<file path="src/rtl/tap_tempo.sv">
// Tap-tempo front end: synchronises and debounces a tap button, averages the last four
// tap intervals into a beat period and generates a free-running beat pulse at that period.
module tap_tempo #(
    parameter int CNT_W      = 24,
    parameter int DEB_CYC    = 16,
    parameter int MIN_PERIOD = 1000
) (
    input  logic             clk,
    input  logic             reset,
    input  logic             tap,
    input  logic             enable,
    output logic             tap_seen,
    output logic [CNT_W-1:0] period,
    output logic             period_valid,
    output logic             beat
);

    localparam int               DEB_W    = $clog2(DEB_CYC) + 1;
    localparam logic [DEB_W-1:0] DEB_LAST = DEB_W'(DEB_CYC - 1);
    localparam logic [CNT_W-1:0] CNT_MAX  = '1;
    localparam logic [CNT_W-1:0] MIN_P    = CNT_W'(MIN_PERIOD);

    typedef enum logic {IDLE, MEASURE} state_t;

    state_t             state;
    logic               tap_s1, tap_s2;
    logic               deb, deb_d;
    logic [DEB_W-1:0]   deb_cnt;
    logic [CNT_W-1:0]   icnt;
    logic [CNT_W-1:0]   phase;
    logic [CNT_W-1:0]   hist [4];
    logic               hist_ok;
    logic               hist_upd;
    logic               tap_evt;
    logic [CNT_W-1:0]   interval;
    logic [CNT_W+1:0]   sum;

    assign tap_evt  = deb & ~deb_d;
    // The counter holds cycles-1 since the last accepted tap; never used when icnt == CNT_MAX.
    assign interval = icnt + 1'b1;

    // NOTE: every always_comb output gets a default first so no latch can be inferred.
    always_comb begin
        sum = '0;
        for (int i = 0; i < 4; i++) sum = sum + {2'b00, hist[i]};
    end

    // NOTE: sequential state uses non-blocking assignments so every flop samples pre-edge values.
    always_ff @(posedge clk) begin
        if (!reset) begin
            tap_s1  <= 1'b0;
            tap_s2  <= 1'b0;
            deb     <= 1'b0;
            deb_d   <= 1'b0;
            deb_cnt <= '0;
        end else begin
            tap_s1 <= tap;
            tap_s2 <= tap_s1;
            deb_d  <= deb;
            if (tap_s2 == deb) begin
                deb_cnt <= '0;
            end else if (deb_cnt == DEB_LAST) begin
                deb     <= tap_s2;
                deb_cnt <= '0;
            end else begin
                deb_cnt <= deb_cnt + 1'b1;
            end
        end
    end

    always_ff @(posedge clk) begin
        if (!reset) begin
            state        <= IDLE;
            icnt         <= '0;
            phase        <= '0;
            hist_ok      <= 1'b0;
            hist_upd     <= 1'b0;
            tap_seen     <= 1'b0;
            period       <= '0;
            period_valid <= 1'b0;
            beat         <= 1'b0;
            // NOTE: the history is a small register file, cleared explicitly because the sum reads all entries.
            for (int i = 0; i < 4; i++) hist[i] <= '0;
        end else begin
            tap_seen <= 1'b0;
            beat     <= 1'b0;
            hist_upd <= 1'b0;
            if (!enable) begin
                state   <= IDLE;
                icnt    <= '0;
                phase   <= '0;
                hist_ok <= 1'b0;
                for (int i = 0; i < 4; i++) hist[i] <= '0;
            end else begin
                unique case (state)
                    IDLE: begin
                        icnt <= '0;
                        if (tap_evt) begin
                            tap_seen <= 1'b1;
                            state    <= MEASURE;
                        end
                    end
                    MEASURE: begin
                        if (icnt == CNT_MAX) begin
                            // Timeout: a coincident tap restarts measurement as a first tap.
                            icnt    <= '0;
                            hist_ok <= 1'b0;
                            for (int i = 0; i < 4; i++) hist[i] <= '0;
                            if (tap_evt) tap_seen <= 1'b1;
                            else         state    <= IDLE;
                        end else if (tap_evt && interval >= MIN_P) begin
                            tap_seen <= 1'b1;
                            hist_upd <= 1'b1;
                            hist_ok  <= 1'b1;
                            icnt     <= '0;
                            if (!hist_ok) begin
                                for (int i = 0; i < 4; i++) hist[i] <= interval;
                            end else begin
                                hist[0] <= interval;
                                for (int i = 1; i < 4; i++) hist[i] <= hist[i-1];
                            end
                        end else begin
                            icnt <= icnt + 1'b1;
                        end
                    end
                    default: state <= IDLE;
                endcase

                // A fresh period resynchronises the beat to the user's tap.
                if (hist_upd) begin
                    period       <= CNT_W'(sum >> 2);
                    period_valid <= 1'b1;
                    phase        <= '0;
                    beat         <= 1'b1;
                end else if (period_valid) begin
                    if (phase == period - 1'b1) begin
                        beat  <= 1'b1;
                        phase <= '0;
                    end else begin
                        phase <= phase + 1'b1;
                    end
                end
            end
        end
    end

endmodule

</file>
<file path="config.mk">
export PLATFORM = sky130hd
export DESIGN_NAME = tap_tempo
export DESIGN_NICKNAME = d
export VERILOG_FILES = /design/src/rtl/tap_tempo.sv
export SDC_FILE = /design/constraint.sdc
export NUM_CORES = 1
export LEC_CHECK = 0
export BUFFER_PORTS_ARGS = -buffer_cell sky130_fd_sc_hd__clkbuf_2
export CORE_MARGIN = 1
export CORE_UTILIZATION = 45
export CTS_CLUSTER_SIZE = 28
export DETAILED_ROUTE_END_ITERATION = 12
export MAX_ROUTING_LAYER = met4
export SYNTH_ARGS = -nofsm -noshare
export SYNTH_HDL_FRONTEND = slang
export SYNTH_SLANG_ARGS = --single-unit
</file>
<file path="constraint.sdc">
create_clock -name clk -period 5.2 [get_ports clk]
set_clock_uncertainty 0.1 [all_clocks]
set_input_delay 0.52 -clock clk [delete_from_list [all_inputs] [get_ports clk]]
set_output_delay 0.52 -clock clk [all_outputs]
set_load 0.03 [all_outputs]
</file>
==> results.yml, run 1 <==
run_status:
  outcome: "completed"
sta:
  hold_viol_final: 0
  fin_ws_ns: 1.123
  rsz0062_at_grt: "no"
  min_period_ns: 4.077
  max_slew_margin_pct: 34.06
  setup_tns_ns: 0
  whs_ns: 0.1984
  post-route-period-util_pct: 78.40
  max_freq_ghz: 0.2453
  report.final.setup_viol: 0
  tightest_slew_ns: 0.9867
  slew_viol_final: 0
logic_synthesis:
  synth_area_per_cell_um2: 10.04
  syn-cell-area_um2: 10710
  yosysWarnings: 0
  synth.area.top_cells: "edfxtp_1, dfxtp_1, fa_1, nor2b_1, nor3_1"
  synth_top_area_share_pct: 26.91
  netlist_instances: 1067
  synthesis.nets: 1148
  async_reset_ff_share_pct: 0
  ys_types: 66
  synthFlopType: "edfxtp_1"
  ys_seq_elements: 183
  ys_seq_area_share_pct: 43.17
  synth_edf_count: 96
  yosys.area.top_type: "edfxtp_1"
critical_path:
  worstSetupStartpointType: "flop"
  crit_required_ns: 5.46
  arrival_ns: 4.33
  cp_common_cell: "fa_1"
  end_kind: "flop"
  max_stage_delay_ns: 0.54
  crit_buf_inv: 1
  path_max_fanout: 3
  crit_family: "adder cells"
  crit_type: "flop to flop"
  path_cells: "fa_1, fa_1, inv_1, fa_1, nor2b_1, o2111ai_1, and3b_1, or2_2, a41o_1, o21a_1, or3_1, a21oi_1"
  critPathSlowestCell: "fa_1"
routing:
  drc_errors: 0
  wl_per_cell_um: 15.78
  route.antenna.remaining_nets: 0
  num_vias: 7442
  vias_per_cell: 5.289
  initialDrtViolationCount: 495
  drt-total-wl_um: 22200
  drt_first_pass_iters: 7
power:
  p_leak_nw: 4.430
  power.density_nw_per_um2: 268.8
  p_total_mw: 3.132
  ir_worst_vdd_mv: 0.1898
die:
  ios: 31
  die_w_um: 156.3
  placementRows: 56
  core_area_um2: 23400
  die_h_um: 156.3
  start_util_pct: 45.78
  die_area_um2: 24430
clock_tree:
  cts_made_buffers: 17
  cts_buffer_depth: 2
  postCtsResizedCells: 0
  post_cts_buffers: 0
  clock_latency_ns: 0.43
  cts_sinks: 183
  root_buffer: "clkbuf_16"
  cts_tree: "built"
  htree_num_levels: 4
  path_clk_slew_ns: 0.07
  cts_hold_buffers: 0
placement:
  gp_congestion: 0.8224
  dp_hpwl_um: 16210
  dp_slack_ns: 1.152
  io_buffers: 30
worst_hold_path:
  hp-class: "primary input to flop"
global_routing:
  grt_pass1_vias: 7095
  grt_max_degree: 93
  grt_usage_pct: 19.76
  grt_pass1_wl_um: 36800
  grt.overflow.total: 0
  antenna_found_initial: 0
final_layout:
  layout.nets: 1156
  drive_gt1_share_pct: 9.375
  fill_cells: 2201
  num_antenna_cells: 0
  area_growth_pct: 8.771
  fin_util_pct: 49.79
run:
  drv_cap: 0
==> cell usage after synthesis, types with 12 or more instances <==
library cell and instances:
nand3_1 34, nor3_1 92, edfxtp_1 96, fa_1 48, xor2_1 46, and2_1 23, nand4_1 12, dfxtp_1 87
ha_1 29, nand2_1 63, xnor2_1 51, o21ai_0 42, a21oi_1 27, inv_1 22, nor2b_1 86, and3_1 21
nor2_1 110, clkbuf_1 27
==> logic make-up (layout without fill, tap and decap cells) <==
kind of cell	count (synthesis)	count (layout)	synth area share, %
and+or+nand+nor	505	505	24.73
DFF	183	183	43.17
AOI/OAI and AO/OA	131	131	8.106
xor gates and xnor gates	97	97	7.930
adders and majority gates	77	77	12.36
buffers and inverters	69	90	3.247
muxes	5	5	0.4672
==> flip-flops by register name (all words and copies together) (netlist names), 5 cells and up <==
register / cells
period: 24
phase: 24
hist: 96
icnt: 24
deb_cnt: 5
==> per-stage QoR <==
step / cell area [um2] / cells
floorplan: 10710 / 1067
CTS: 11650 / 1407
detailed placement: 11090 / 1375
global placement: 11090 / 1375
finish: 11650 / 1407
global route: 11650 / 1407
==> routing by layer <==
| metal | part of all wire, % | routed length [um] | up-vias | track usage, % |
|---|---|---|---|---|
| met1 | 51 | 11230 | 3551 | 27.00 |
| li1 | - | - | 3756 | - |
| met2 | 45 | 10070 | 117 | 30.34 |
| met4 | 1.4 | 309 | 0 | 5.882 |
| met5 | 0 | 0 | - | - |
| met3 | 2.6 | 588 | 18 | 2.991 |
==> final timing paths <==
kind / start / endpoint / slack, ns / cells past startpoint
worst min-delay path: tap / tap_s1 / 0.20 / 2
worst min register to register: deb_d / tap_seen / 0.33 / 1
worst max-delay path: hist[2][2] / period[23] / 1.12 / 12
worst max register to register: hist[2][2] / period[23] / 1.12 / 12
==> power breakdown <==
group,leakage (nW),total (mW),switching [mW],internal (mW)
Sequential,1.78,1.57,0.0244,1.55
Clock,0.279,1.26,0.577,0.685
Combinational,2.37,0.300,0.174,0.126
Total,4.43,3.13,0.775,2.36
==> cell type report <==
| class | instances | area, um2 | share of cell area (%) |
|---|---|---|---|
| multi-input cells | 815 | 5773 | 49.54 |
| flip-flops and latches | 183 | 4626 | 39.70 |
| clock buffers | 21 | 450.4 | 3.866 |
| well taps | 319 | 399.1 | 3.425 |
| repair buffers | 36 | 207.7 | 1.782 |
| clock inverters | 11 | 113.9 | 0.9771 |
| inverters | 22 | 82.58 | 0.7087 |
==> placed cells by master, fill, tap and decap left out, types with 29 or more instances in the layout <==
cell type  count
o21ai_0       38
clkbuf_2      30
nor3_1        92
xnor2_1       51
xor2_1        46
ha_1          29
dfxtp_1       86
fa_1          48
edfxtp_1      96
nor2b_1       86
nand2_1       63
nand3_1       34
nor2_1       110
Power figures use the tool's default switching activity.
==> run 2: changes to the inputs <==
Settings changed: ABC_AREA from default to 1.
Clock period 5.2 ns to 3.9 ns, I/O delays scaled along.
==> results.yml, run 2 <==
run_status:
  outcome: "completed"
final_layout:
  final_common_cell: "nand2_1"
  num_antenna_cells: 0
  fill_cells: 2482
  largest_reg_flops: 96
  area_growth_pct: 9.717
  top_register: "hist"
  final_cell_mix: "nand2_1, nor2_1, inv_1"
  layout.nets: 1603
  drive_gt1_share_pct: 7.557
clock_tree:
  post_cts_buffers: 0
  htree_num_levels: 4
  cts_hold_buffers: 0
  cts_buffer_depth: 2
  path_clk_slew_ns: 0.08
  root_buffer: "clkbuf_16"
  clock_latency_ns: 0.45
  cts_sinks: 183
  cts_made_buffers: 17
  cts_tree: "built"
power:
  pwr-share-comb_pct: 16.5
  power.density_nw_per_um2: 367.5
  p_leak_nw: 5.906
  seqPwrFrac_pct: 45.3
  clkPwrFrac_pct: 38.3
  p_sw_mw: 1.445
  switching_share_pct: 30.93
  ir_worst_vdd_mv: 0.2120
  power.internal_mw: 3.228
sta:
  max_freq_ghz: 0.2738
  slew_viol_final: 0
  fin_ws_ns: 0.2471
  hold_viol_final: 0
  setup_tns_ns: 0
  tightest_slew_ns: 0.6747
  post-route-period-util_pct: 93.66
  max_slew_margin_pct: 54.85
  rsz0062_at_grt: "no"
  min_period_ns: 3.653
  report.final.setup_viol: 0
global_routing:
  grt_pass1_vias: 9481
  grt_usage_pct: 24.60
  grt_max_degree: 41
  grt_pass1_wl_um: 48510
  grt.overflow.total: 0
  antenna_found_initial: 0
logic_synthesis:
  synth_top_area_share_pct: 24.88
  yosysMostFrequentCell: "nand2_1"
  synthesis.nets: 1567
  ys_seq_area_share_pct: 39.90
  synth.area.top_cells: "edfxtp_1, dfxtp_1, nand2_1, fa_1, nor2_1"
  synth_edf_count: 96
  ys_seq_elements: 183
  synth_common_cells: "nand2_1, nor2_1, inv_1, edfxtp_1, dfxtp_1"
  ys_types: 47
  netlist_instances: 1486
  synth_area_per_cell_um2: 7.799
  syn-cell-area_um2: 11590
  synthFlopType: "edfxtp_1"
  yosys.area.top_type: "edfxtp_1"
  yosysWarnings: 0
  async_reset_ff_share_pct: 0
critical_path:
  worstSetupStartpointType: "flop"
  crit_family: "adder cells"
  crit_buf_inv: 3
  crit_type: "flop to flop"
  reg2reg_slack_ns: 0.25
  end_kind: "flop"
  critPathSlowestCell: "fa_1"
  path_max_fanout: 3
  r2r_cells: 16
  max_stage_delay_ns: 0.55
  cp_common_cell: "nand2_1"
  arrival_ns: 3.94
  cp.depth: 16
  path_cells: "fa_1, fa_1, inv_1, fa_1, inv_1, nand2_1, o21ai_0, nand2_1, nand2_1, a21oi_1, o21ai_1, nand2_1, a21o_1, nand3_1, nand2_1, inv_1"
  crit_required_ns: 4.19
run:
  drv_cap: 0
routing:
  wl_per_cell_um: 15.94
  route.antenna.remaining_nets: 0
  initialDrtViolationCount: 489
  num_vias: 9371
  drc_errors: 0
  drt_first_pass_iters: 5
  drt-total-wl_um: 29720
  vias_per_cell: 5.025
worst_hold_path:
  hold-path-cell-count: 3
  hp-class: "primary input to flop"
die:
  placementRows: 58
  die_h_um: 162.5
  start_util_pct: 45.89
  die_area_um2: 26400
  die_w_um: 162.5
  core_area_um2: 25250
  ios: 31
placement:
  gp_congestion: 0.9433
  dp_hpwl_um: 23010
  io_buffers: 30
  dp_slack_ns: 0.1813
==> run 2: cell types whose count changed after synthesis, moves of 11 or more <==
| cell | delta |
|---|---|
| nor2_1 | +120 |
| xnor2_1 | -33 |
| and2_1 | -21 |
| nor2b_1 | -86 |
| inv_1 | +169 |
| o21ai_0 | +13 |
| a21oi_1 | +19 |
| nor3_1 | -72 |
| nand3_1 | +38 |
| nand2_1 | +345 |
| nand4_1 | +19 |
| nand2_2 | +11 |
| clkbuf_1 | -15 |
| and3_1 | -18 |
==> run 2: cells by family (layout without fill, tap and decap cells) <==
group | Yosys count | in the layout | share of synthesized area, %
simple gates | 812 | 812 | 29.66
fa+ha+maj | 77 | 77 | 11.42
flops | 183 | 183 | 39.90
xor+xnor | 64 | 64 | 4.902
compound gates | 128 | 128 | 6.079
buf+inv | 222 | 271 | 8.033
==> run 2: layout make-up <==
class | count | area [um2] | share of cell area [%]
inverters | 193 | 724.4 | 5.698
well taps | 330 | 412.9 | 3.247
flip-flops and latches | 183 | 4624 | 36.37
repair buffers | 46 | 320.3 | 2.519
clock buffers | 18 | 429.2 | 3.375
clock inverters | 14 | 167.7 | 1.319
multi-input cells | 1081 | 6036 | 47.47
==> run 2: worst paths after layout <==
check | start | end
setup / recovery | hist[3][2] | period[19]
hold / removal | tap | tap_s1
setup reg to reg | hist[3][2] | period[19]
hold reg to reg | tap_s1 | tap_s2
==> run 2: repair_timing <==
item | in CTS | in global routing
endpoints found under the setup margin | 0 | 1
endpoints found under the hold margin | 0 | 0
gates resized for setup | 0 | 1
==> run 2: worst min-delay path, stage by stage <==
cell	delay [ns]
clkbuf_2	0.07
nand2_1	0.04
inv_1	0.04
==> run 2: routing by layer <==
metal	part of all wire (%)	vias to the layer above	global-route usage (%)
met3	3.3	40	2.979
met1	44	4345	29.11
met5	0	-	-
met2	50	182	42.85
met4	2.7	0	8.919
li1	-	4804	-
==> run 2: power by group through the flow <==
stage / sequential [mW] / clock (mW) / combinational [mW]
after floorplan: 2.15 / 0 / 0.556
after global placement: 2.16 / 0 / 0.767
after detailed placement: 2.16 / 0 / 0.767
after CTS: 2.12 / 1.84 / 0.775
after global routing: 2.12 / 1.89 / 0.873
final: 2.12 / 1.79 / 0.769
==> run 2: stage by stage <==
step	hold slack (ns)	utilization, %	cells	instance area (um2)	power [mW]
after global placement	0.2971	47.98	1833	12120	2.925
final	0.02915	50.35	1865	12710	4.673
after floorplan	0.2905	-	1486	11590	2.706
after detailed placement	0.3054	47.98	1833	12120	2.928
after CTS	0.01649	50.35	1865	12710	4.729
after global routing	0.01974	50.35	1865	12710	4.889
==> run 3: changes to the inputs <==
Settings changed: MAX_ROUTING_LAYER met4 to default.
==> results.yml, run 3 (same netlist as run 2, synthesis figures left out) <==
run_status:
  outcome: "completed"
critical_path:
  crit-reg2reg-launch: "hist[2][2]"
  arrival_ns: 3.92
  crit_path_end: "period[19]"
  r2r_end: "period[19]"
  crit_start: "hist[2][2]"
  cp.depth: 16
  crit_required_ns: 4.19
  reg2reg_slack_ns: 0.26
  path_cells: "fa_1, fa_1, inv_1, fa_1, inv_1, nand2_1, o21ai_0, nand2_1, nand2_1, a21oi_1, o21ai_1, nand2_1, a21o_1, nand3_1, nand2_1, inv_1"
  worstSetupStartpointType: "flop"
  r2r_cells: 16
  cp_common_cell: "nand2_1"
  critPathSlowestCell: "fa_1"
  end_kind: "flop"
  crit_type: "flop to flop"
  crit_family: "adder cells"
  path_max_fanout: 3
  crit_buf_inv: 3
  max_stage_delay_ns: 0.56
placement:
  io_buffers: 30
  dp_hpwl_um: 22460
  gp_congestion: 0.9444
  dpl_cell_area_um2: 12090
routing:
  drc_errors: 0
  wl_met1_um: 13110
  num_vias: 9297
  drt-total-wl_um: 29170
  vias_per_cell: 4.996
  route.antenna.remaining_nets: 0
  wl_met3_um: 909
  wl_met2_um: 14620
  drt_first_pass_iters: 6
  wl_per_cell_um: 15.67
  initialDrtViolationCount: 537
  top_layer: "met4"
sta:
  min_period_ns: 3.636
  rsz0062_at_grt: "no"
  setup_tns_ns: 0
  post-route-period-util_pct: 93.24
  max_slew_margin_pct: 50.47
  report.final.setup_viol: 0
  slew_viol_final: 0
  max_freq_ghz: 0.2750
  hold_viol_final: 0
  tightest_slew_ns: 0.7421
final_layout:
  final_area_um2: 12700
  final_cell_mix: "nand2_1, nor2_1, inv_1"
  fill_cells: 2489
  num_antenna_cells: 0
  final_common_cell: "nand2_1"
  layout.nets: 1599
  area_growth_pct: 9.588
  top_register: "hist"
  largest_reg_flops: 96
  drive_gt1_share_pct: 7.381
die:
  die_area_um2: 26400
  placementRows: 58
  start_util_pct: 45.89
  die_w_um: 162.5
  die_h_um: 162.5
  ios: 31
  core_area_um2: 25250
clock_tree:
  cts_hold_buffers: 0
  cts_made_buffers: 17
  root_buffer: "clkbuf_16"
  cts_tree: "built"
  cts_sinks: 183
  clock_latency_ns: 0.45
  htree_num_levels: 4
  path_clk_slew_ns: 0.08
  cts_buffer_depth: 2
global_routing:
  antenna_found_initial: 0
  grt_pass1_vias: 9310
  grt_pass1_wl_um: 47670
  grt_max_degree: 73
  grt.overflow.total: 0
  grt_usage_pct: 23.37
power:
  p_sw_mw: 1.432
  ir_worst_vdd_mv: 0.3024
  clkPwrFrac_pct: 38.4
  p_total_mw: 4.675
  power.density_nw_per_um2: 368.1
  power.internal_mw: 3.243
  seqPwrFrac_pct: 45.3
  pwr-share-comb_pct: 16.4
  p_leak_nw: 5.892
  switching_share_pct: 30.63
worst_hold_path:
  worstHoldStart: "tap"
  hp-class: "primary input to flop"
run:
  drv_cap: 0
## run 3: changes by cell type in the layout (fill, tap and decap cells not counted), sizes merged
cell | previous run | this run
clkinv | 6 | 9
buf | 16 | 12
inv | 201 | 198
## run 3: repair_timing
| item | 4_1_cts | 5_1_grt |
|---|---|---|
| setup buffers | 0 | 0 |
| gates resized for setup | 0 | 1 |
| endpoints found under the setup margin | 0 | 2 |
## run 3: layer usage
metal	track usage [%]	up-vias
met4	7.118	0
met2	42.17	153
li1	-	4794
met1	28.95	4320
met5	0	-
met3	2.827	30
## run 3: worst min-delay path: stages
cell and delay [ns]:
clkbuf_2 0.07, nand2_1 0.04, inv_1 0.04
## run 3: layout make-up
| cell class | count | area [um2] | area share [%] |
|---|---|---|---|
| clock inverters | 14 | 172.7 | 1.360 |
| clock buffers | 18 | 439.2 | 3.458 |
| inverters | 193 | 724.4 | 5.704 |
| well taps | 330 | 412.9 | 3.251 |
| repair buffers | 42 | 290.3 | 2.286 |
| flip-flops and latches | 183 | 4624 | 36.41 |
| multi-input cells | 1081 | 6036 | 47.53 |
## run 3: worst min-delay path by stage
stage | cells after the start | end | slack [ns]
global route | 3 | tap_s1 | 0.06
global placement | 2 | tap_s2 | 0.29
finish | 3 | tap_s1 | 0.04
floorplan | 2 | tap_s2 | 0.29
detailed placement | 2 | tap_s2 | 0.30
CTS | 3 | tap_s1 | 0.02
## run 3: metrics by stage
step / hold WS, ns / util [%] / instances / worst slack, ns
finish: 0.03558 / 50.29 / 1861 / 0.2638
global route: 0.06227 / 50.29 / 1861 / 0.01518
CTS: 0.02408 / 50.29 / 1861 / 0.1403
detailed placement: 0.3016 / 47.86 / 1829 / 0.1622
global placement: 0.2925 / 47.86 / 1829 / 0.2825
floorplan: 0.2905 / - / 1486 / 0.5400
## run 3: power groups by stage
stage	sequential, mW	clock [mW]	combinational [mW]
floorplan	2.15	0	0.556
CTS	2.12	1.84	0.770
finish	2.12	1.79	0.765
detailed placement	2.16	0	0.764
global route	2.12	1.89	0.872
global placement	2.16	0	0.766
